`config.mk`:
```
export PLATFORM = sky130hd
export DESIGN_NAME = stack_control
export DESIGN_NICKNAME = d
export VERILOG_FILES = /design/src/rtl/stack_pkg.sv /design/src/rtl/stack_errcnt.sv /design/src/rtl/stack_control.sv
export SDC_FILE = /design/constraint.sdc
export NUM_CORES = 1
export LEC_CHECK = 0
export ABC_CLOCK_PERIOD_IN_PS = 2800
export CORE_AREA = 4 4 41 43
export DETAILED_ROUTE_END_ITERATION = 7
export DIE_AREA = 0 0 45 47
export PLACE_DENSITY = 0.74
export SKIP_CTS_REPAIR_TIMING = 1
export SLEW_MARGIN = 5
export SYNTH_ARGS = -nofsm -noshare
export SYNTH_HDL_FRONTEND = slang
export SYNTH_HIERARCHICAL = 1
export SYNTH_SLANG_ARGS = --single-unit
```
`constraint.sdc`:
```
create_clock -name clock -period 2.8 [get_ports clock]
set_input_delay 0.28 -clock clock [delete_from_list [all_inputs] [get_ports clock]]
set_output_delay 0.28 -clock clock [all_outputs]
set_load 0.01 [all_outputs]
```
`src/rtl/stack_pkg.sv`:
```
// Shared encodings for the stack controller: operation codes, FSM states
// and DATAOUT source selects.
package stack_pkg;

  localparam logic [2:0] OP_PUSH  = 3'b000;
  localparam logic [2:0] OP_POP   = 3'b001;
  localparam logic [2:0] OP_TOP   = 3'b010;
  localparam logic [2:0] OP_CLEAR = 3'b011;
  localparam logic [2:0] OP_SUM   = 3'b100;

  typedef enum logic [1:0] {
    ST_WAIT = 2'd0,
    ST_READ = 2'd1,
    ST_LOOP = 2'd2
  } state_t;

  typedef enum logic [1:0] {
    SEL_MEM  = 2'b00,   // mem[HD-1-I]
    SEL_ACC  = 2'b01,   // DATAOUT + mem[HD-1-I]
    SEL_ZERO = 2'b10    // constant zero
  } dsel_t;

endpackage

```
`src/rtl/stack_errcnt.sv`:
```
// Saturating error counter: counts outcome writes flagged as errors and
// holds at all-ones.
module stack_errcnt #(
  parameter int W = 8
) (
  input  logic         clock,
  input  logic         reset_n,
  input  logic         inc,
  output logic [W-1:0] count
);

  logic [W-1:0] cnt_q, cnt_d;

  // Next count: increment unless already saturated.
  always_comb begin
    cnt_d = cnt_q;
    if (inc && (cnt_q != {W{1'b1}})) cnt_d = cnt_q + W'(1);
  end

  // Counter register.
  always_ff @(posedge clock or negedge reset_n) begin
    if (!reset_n) cnt_q <= '0;
    else          cnt_q <= cnt_d;
  end

  assign count = cnt_q;

endmodule

```
`src/rtl/stack_control.sv`:
```
// Stack datapath controller. Decodes a latched op code into HD / I /
// memory / DATAOUT enables and a rdyin/ackout handshake per request.
// Optional feature: define STACK_CTRL_ERRCNT_EN to build the saturating
// error counter; otherwise err_cnt is tied to zero.
//
// state   | meaning
// WAIT    | idle, decode request when rdy=1
// READ    | POP/TOP: DATAOUT <= mem[HD-1], finish request
// LOOP    | SUM: accumulate until I == N, then finish request
module stack_control
  import stack_pkg::*;
#(
  parameter int OP_W     = 3,
  parameter int ERRCNT_W = 8
) (
  input  logic                clock,
  input  logic                reset_n,
  input  logic                rdy,
  input  logic [OP_W-1:0]     op,
  input  logic                full,
  input  logic                empty,
  input  logic                eq,
  output logic                beta_hd,
  output logic                hd_dec,
  output logic                i_clr,
  output logic                i_inc,
  output logic                beta_mem,
  output logic                beta_dataout,
  output logic [1:0]          dataout_sel,
  output logic                beta_esito,
  output logic                esito_val,
  output logic                beta_rdyin,
  output logic                beta_ackout,
  output logic                busy,
  output logic [ERRCNT_W-1:0] err_cnt
);

  state_t state_q, state_d;
  logic   done, err;

  // Next state and enable decode; enables are held low while reset is
  // asserted so nothing reaches the datapath during reset.
  always_comb begin
    state_d      = state_q;
    beta_hd      = 1'b0;
    hd_dec       = 1'b0;
    i_clr        = 1'b0;
    i_inc        = 1'b0;
    beta_mem     = 1'b0;
    beta_dataout = 1'b0;
    dataout_sel  = SEL_MEM;
    done         = 1'b0;
    err          = 1'b0;
    if (reset_n) begin
      case (state_q)
        ST_WAIT: begin
          if (rdy) begin
            if (op == OP_W'(OP_PUSH)) begin
              done = 1'b1;
              if (!full) begin
                beta_mem = 1'b1;
                beta_hd  = 1'b1;
              end else begin
                err = 1'b1;
              end
            end else if ((op == OP_W'(OP_POP)) || (op == OP_W'(OP_TOP))) begin
              if (empty) begin
                done = 1'b1;
                err  = 1'b1;
              end else begin
                i_clr   = 1'b1;
                state_d = ST_READ;
              end
            end else if (op == OP_W'(OP_CLEAR)) begin
              // HD is zeroed in one step: beta_hd together with i_clr.
              done    = 1'b1;
              beta_hd = 1'b1;
              i_clr   = 1'b1;
            end else if (op == OP_W'(OP_SUM)) begin
              if (full) begin
                i_clr        = 1'b1;
                beta_dataout = 1'b1;
                dataout_sel  = SEL_ZERO;
                state_d      = ST_LOOP;
              end else begin
                done = 1'b1;
                err  = 1'b1;
              end
            end else begin
              done = 1'b1;
              err  = 1'b1;
            end
          end
        end
        ST_READ: begin
          beta_dataout = 1'b1;
          dataout_sel  = SEL_MEM;
          if (op == OP_W'(OP_POP)) begin
            beta_hd = 1'b1;
            hd_dec  = 1'b1;
          end
          done    = 1'b1;
          state_d = ST_WAIT;
        end
        ST_LOOP: begin
          if (!eq) begin
            beta_dataout = 1'b1;
            dataout_sel  = SEL_ACC;
            i_inc        = 1'b1;
          end else begin
            done    = 1'b1;
            state_d = ST_WAIT;
          end
        end
        default: state_d = ST_WAIT;
      endcase
    end
    beta_esito  = done;
    esito_val   = done & err;
    beta_rdyin  = done;
    beta_ackout = done;
  end

  // State register.
  always_ff @(posedge clock or negedge reset_n) begin
    if (!reset_n) state_q <= ST_WAIT;
    else          state_q <= state_d;
  end

  assign busy = (state_q != ST_WAIT);

`ifdef STACK_CTRL_ERRCNT_EN
  stack_errcnt #(.W(ERRCNT_W)) u_errcnt (
    .clock   (clock),
    .reset_n (reset_n),
    .inc     (beta_esito & esito_val),
    .count   (err_cnt)
  );
`else
  assign err_cnt = '0;
`endif

endmodule

```
=== Yosys cells after proc, flatten, opt, wreduce, memory -nomap -nowiden ===
Cells that the tools add are included.

* Bits in registers: 2
* Input bits: 9
* Output and inout bits: 21
* Logic and storage cells: 85

* Equal/unequal tests: 13
* Mux-type cells: 65
* Bitwise operators: 1
* Reduce and logical (&&, ||, !) cells: 5

{| class="wikitable"
|+ Operators by type and width
! operator !! number
|-
| $mux W1 || 45
|-
| $mux W2 || 15
|-
| $ne A3 B3 Y1 const B || 4
|-
| $pmux W2 S2 || 2
|-
| $reduce_and A8 Y1 || 1
|-
| $eq A3 B2 Y1 const B || 2
|-
| $ne A2 B2 Y1 const B || 3
|-
| $pmux W1 S3 || 2
|-
| $eq A3 B1 Y1 const B || 1
|-
| $eq A3 B3 Y1 const B || 1
|-
| $logic_not A3 Y1 || 1
|-
| $eq A2 B1 Y1 const B || 1
|-
| $eq A2 B2 Y1 const B || 1
|-
| $logic_not A2 Y1 || 1
|-
| $pmux W1 S2 || 1
|-
| $reduce_bool A2 Y1 || 1
|-
| $and A1 B1 Y1 || 1
|-
| $logic_or A1 B1 Y1 || 1
|}

=== Longest topological paths before layout ===
* Depth in word-level cells: 9
* Gate-level depth with buffers: 5
* Gate-level depth less buffers: 3

=== Worst setup path after synthesis ===
OpenSTA, ideal clock, no wires.

* Path kind: input to output
* Start: in op[1]
* End: out beta_esito
* Arrival time: 1.322 ns
* Data required time: 2.520 ns
* Slack: 1.198 ns
* Stages: 5
* Buffers on the path: 2
* Path through: buf_2 -> and4bb_2 -> nor4bb_1 -> a22o_1 -> buf_4

* Cells in the longest elaborated chain, start to end: 8
* Elaborated cells between the ends (all ways): 13
* Classes of those cells: 4 x eq/ne; 7 x mux; 2 x reduce/logical

{| class="wikitable"
|+ Ends and longest elaborated chain
! item !! line !! text
|-
| start, declared || stack_control.sv:19 || <nowiki>input logic [OP_W-1:0] op,</nowiki>
|-
| $eq A3 B3 Y1 || stack_control.sv:79 || <nowiki>end else if (op == OP_W'(OP_SUM)) begin</nowiki>
|-
| $mux W1 || stack_control.sv:79 ||
|-
| $mux W1 || stack_control.sv:74 || <nowiki>end else if (op == OP_W'(OP_CLEAR)) begin</nowiki>
|-
| $mux W1 || stack_control.sv:66 || <nowiki>end else if ((op == OP_W'(OP_POP)) || (op == OP_W'(OP_TOP))) begin</nowiki>
|-
| $mux W1 (*) || stack_control.sv:58 || <nowiki>if (op == OP_W'(OP_PUSH)) begin</nowiki>
|-
| $mux W1 (*) || stack_control.sv:57 || <nowiki>if (rdy) begin</nowiki>
|-
| $pmux W1 S3 (*) || stack_control.sv:55 || <nowiki>case (state_q)</nowiki>
|-
| $mux W1 (*) || stack_control.sv:54 || <nowiki>if (reset_n) begin</nowiki>
|-
| end, declared || stack_control.sv:30 || <nowiki>output logic beta_esito,</nowiki>
|}

Mark *: on every way between the ends. The rest lies on a longest branch, timed or not.

=== Worst setup path after layout ===
Same ends and word-level chain as after synthesis.

==> tab_implementation.tex <==
\begin{tabular}{lr}
\hline
Metric & Value \\
\hline
\multicolumn{2}{l}{\textbf{Yosys}} \\
Synthesized netlist cell count & 49 \\
Average size of a mapped cell & between 7 and 8 um\^{}2 \\
Cell accounting for the most synthesized area & buf\_4 \\
Largest cells by area after synthesis & buf\_4 (21\%), dfrtp\_1 (14\%), and4bb\_2 (6.9\%) \\
Flip-flop and latch count after synthesis & 2 \\
Cell area after synthesis & 363 um\^{}2 \\
Number of warning messages in the yosys log & 6 \\
Proportion of synthesized chip area in sequential cells & between 10\% and 20\% \\
Area fraction of the dominant cell type after synthesis & roughly a fifth \\
Yosys cell types & 27 \\
\multicolumn{2}{l}{\textbf{Clocking}} \\
Clock net sink count & 2 \\
TritonCTS clock tree & built \\
Worst-path clk slew & around 0.030 ns \\
Insertion delay to the later sink of the worst-skew pair & about 0.22 ns \\
Longest Clk Path Bufs & 2 \\
Htree depth & 1 \\
CTS root buffer & clkbuf\_4 \\
Total CTS buffers & 3 \\
\multicolumn{2}{l}{\textbf{STA}} \\
Fraction of the cycle the final worst path needs & between 80\% and 90\% \\
Hold Violations, Final & 0 \\
Final number of max-transition violations & 0 \\
Post-layout minimum cycle time & between 2 and 3 ns \\
Clock Skews & roughly 0.0014 ns \\
F\_max & approximately 400 MHz \\
Final number of setup-violating endpoints & 0 \\
Setup Total Neg Slack & 0 ns \\
Worst setup slack after layout & $\sim$0.28 ns \\
Unrepaired setup endpoints after global routing & false \\
\multicolumn{2}{l}{\textbf{Critical path}} \\
Arrival time of the worst setup path & between 2 and 2.5 ns \\
Worst reg2reg startpoint & state\_q[0] \\
Beginning of the critical path & op[1] \\
Critical Path Source Type & input port \\
Largest fanout of any net on the critical path & 9 \\
Kind of critical path & in -> out \\
Critical path capture point type & output port \\
Required time of the worst setup path & 2.52 ns \\
\multicolumn{2}{l}{\textbf{Placed design}} \\
HPWL after detailed placement & 770 um \\
Placed cell count & a little over 80 \\
Placement-stage worst setup slack & approximately 0.28 ns \\
Routability-driven placement congestion ratio & 0.780 \\
I/O Buffers & 21 \\
\multicolumn{2}{l}{\textbf{Cells and area}} \\
Number of flip-flops in the largest register & 2 \\
Largest registers in the final layout & state\_q (2) \\
Filler cell count in the final layout & 152 \\
Top reg by flops & state\_q \\
Synth-to-Final Area Change & 55.2\% \\
ANT cells & 0 \\
Share of post-route cells with drive strength above 1 & 10.1\% \\
Total number of nets in the final design & 80 \\
Non-filler instance count after layout & 84 \\
\multicolumn{2}{l}{\textbf{Routing}} \\
Remaining routing DRC violations & 0 \\
Number of DRC violations after detailed-routing iteration 0 & 9 \\
Via density per instance & 4.94 \\
Detailed Routing Iterations Pass 1 & 4 \\
Antenna Violating Nets Remaining & 0 \\
Routed WL & 1.00 mm \\
Post-detailed-route wirelength per cell & 11.9 um \\
Detailed-route via count & 415 \\
\multicolumn{2}{l}{\textbf{Global route}} \\
Wire length of the first global-routing pass & around 1.5 mm \\
Antenna violations before repair & 0 \\
Total congestion overflow after global routing & 0 \\
Via count of the first global-routing pass & 342 \\
Combined global-route utilization of all metal layers & a little over a tenth \\
Pin count of the biggest net entering global routing & 10 \\
\multicolumn{2}{l}{\textbf{Die}} \\
Effective utilization at floorplan & between 20 and 30\% \\
Floorplan core area & 0.00130 mm\^{}2 \\
Overall die area & roughly 0.0021 mm\^{}2 \\
Overall die width & around 45 um \\
FP Rows & 13 \\
I/O pin count & 30 \\
Height of the die & about 47 um \\
\multicolumn{2}{l}{\textbf{Power and ir drop}} \\
Power per Cell Area & 284 mW/mm\^{}2 \\
Leakage power summed over all cells & 0.228 nW \\
Overall power & 0.000160 W \\
Worst-case vdd ir drop & $\sim$0.11 mV \\
\multicolumn{2}{l}{\textbf{Run}} \\
Maxcap violations & 0 \\
\multicolumn{2}{l}{\textbf{Worst hold path}} \\
Hold/Removal Path Class & in -> async \\
\multicolumn{2}{l}{\textbf{Status}} \\
Run status & finished, final reports clean \\
\hline
\end{tabular}
-- cell usage in the layout (no fill, tap or decap) --
cell type,instances
a21oi_1,1
a22o_1,1
a31oi_1,1
and4bb_2,2
buf_4,1
clkbuf_4,3
clkdlybuf4s50_1,21
conb_1,8
dfrtp_1,2
inv_1,2
nand2_1,5
nand3_1,1
nand3b_1,3
nand4bb_1,1
nor2_1,1
nor3_1,2
nor4_1,2
nor4b_1,1
nor4bb_1,1
o21a_1,1
o21ai_0,2
o21bai_1,1
o22ai_1,1
or2_2,1
or3_1,1
or3b_1,1
or4_1,1
xnor2_1,1
-- critical path, cell delays in order --
cell             delay [ns]
clkdlybuf4s50_1        0.63
and4bb_2               0.31
nor4bb_1               0.27
a22o_1                 0.20
clkdlybuf4s50_1        0.54
-- cell families (layout without fill, tap and decap cells) --
group	after synthesis	in the layout	share of synthesized area, %
other cells	1	8	1.03
simple gates	23	23	43.1
compound gates	8	8	14.1
xor+xnor	1	1	2.41
flops	2	2	13.8
buf+inv	14	27	25.5
-- Yosys cell counts --
master and n:
a21oi_1 1, a22o_1 1, a31oi_1 1, and4bb_2 2, buf_2 2, buf_4 10
conb_1 1, dfrtp_1 2, inv_1 2, nand2_1 5, nand3_1 1, nand3b_1 3
nand4bb_1 1, nor2_1 1, nor3_1 2, nor4_1 2, nor4b_1 1, nor4bb_1 1
o21a_1 1, o21ai_0 2, o21bai_1 1, o22ai_1 1, or2_2 1, or3_1 1
or3b_1 1, or4_1 1, xnor2_1 1
-- area by class of cell --
class	count	area, um^2	area share [%]
inverter	2	7.51	1.33
multi-input combinational	40	246	43.8
timing repair buffer	22	218	38.7
tap	15	18.8	3.33
sequential	2	50.0	8.89
clock buffer	3	22.5	4.00
-- per-stage QoR --
| step | utilization [%] | area, um^2 | hold slack (ns) |
|---|---|---|---|
| final | 43.3 | 563 | 0.500 |
| after global routing | 43.3 | 563 | 0.514 |
| after CTS | 43.3 | 563 | 0.483 |
| after detailed placement | 41.5 | 541 | 0.616 |
| after global placement | 41.5 | 541 | 0.591 |
| after floorplan | - | 389 | -0.0156 |
-- report_power, final --
| part | total (W) | leakage (nW) | internal (W) | switching [W] |
|---|---|---|---|---|
| clock | 0.0000629 | 0.0138 | 0.0000472 | 0.0000156 |
| sequential | 0.0000331 | 0.0275 | 0.0000304 | 0.00000273 |
| combinational | 0.0000638 | 0.186 | 0.0000350 | 0.0000288 |
| total | 0.000160 | 0.228 | 0.000113 | 0.0000471 |
-- path summary, 6_finish.rpt --
path,to,slack (ns),cells after the start
setup / recovery,beta_esito,0.28,5
hold / removal,state_q[0],0.50,2
setup reg to reg,state_q[1],1.75,3
hold reg to reg,state_q[1],0.63,2
max in group asynchronous,state_q[1],2.20,2
min in group clock,state_q[1],0.63,2
-- layer usage --
layer  vias to the layer above  track usage (%)  part of all wire [%]
met1                       187             12.7                    42
met2                        27             15.0                    46
li1                        201                -                     -
met3                         0             5.36                    12
met5                         -                0                     0
met4                         0             7.02                     0
Note: power is estimated with default switching activity, not from simulation.
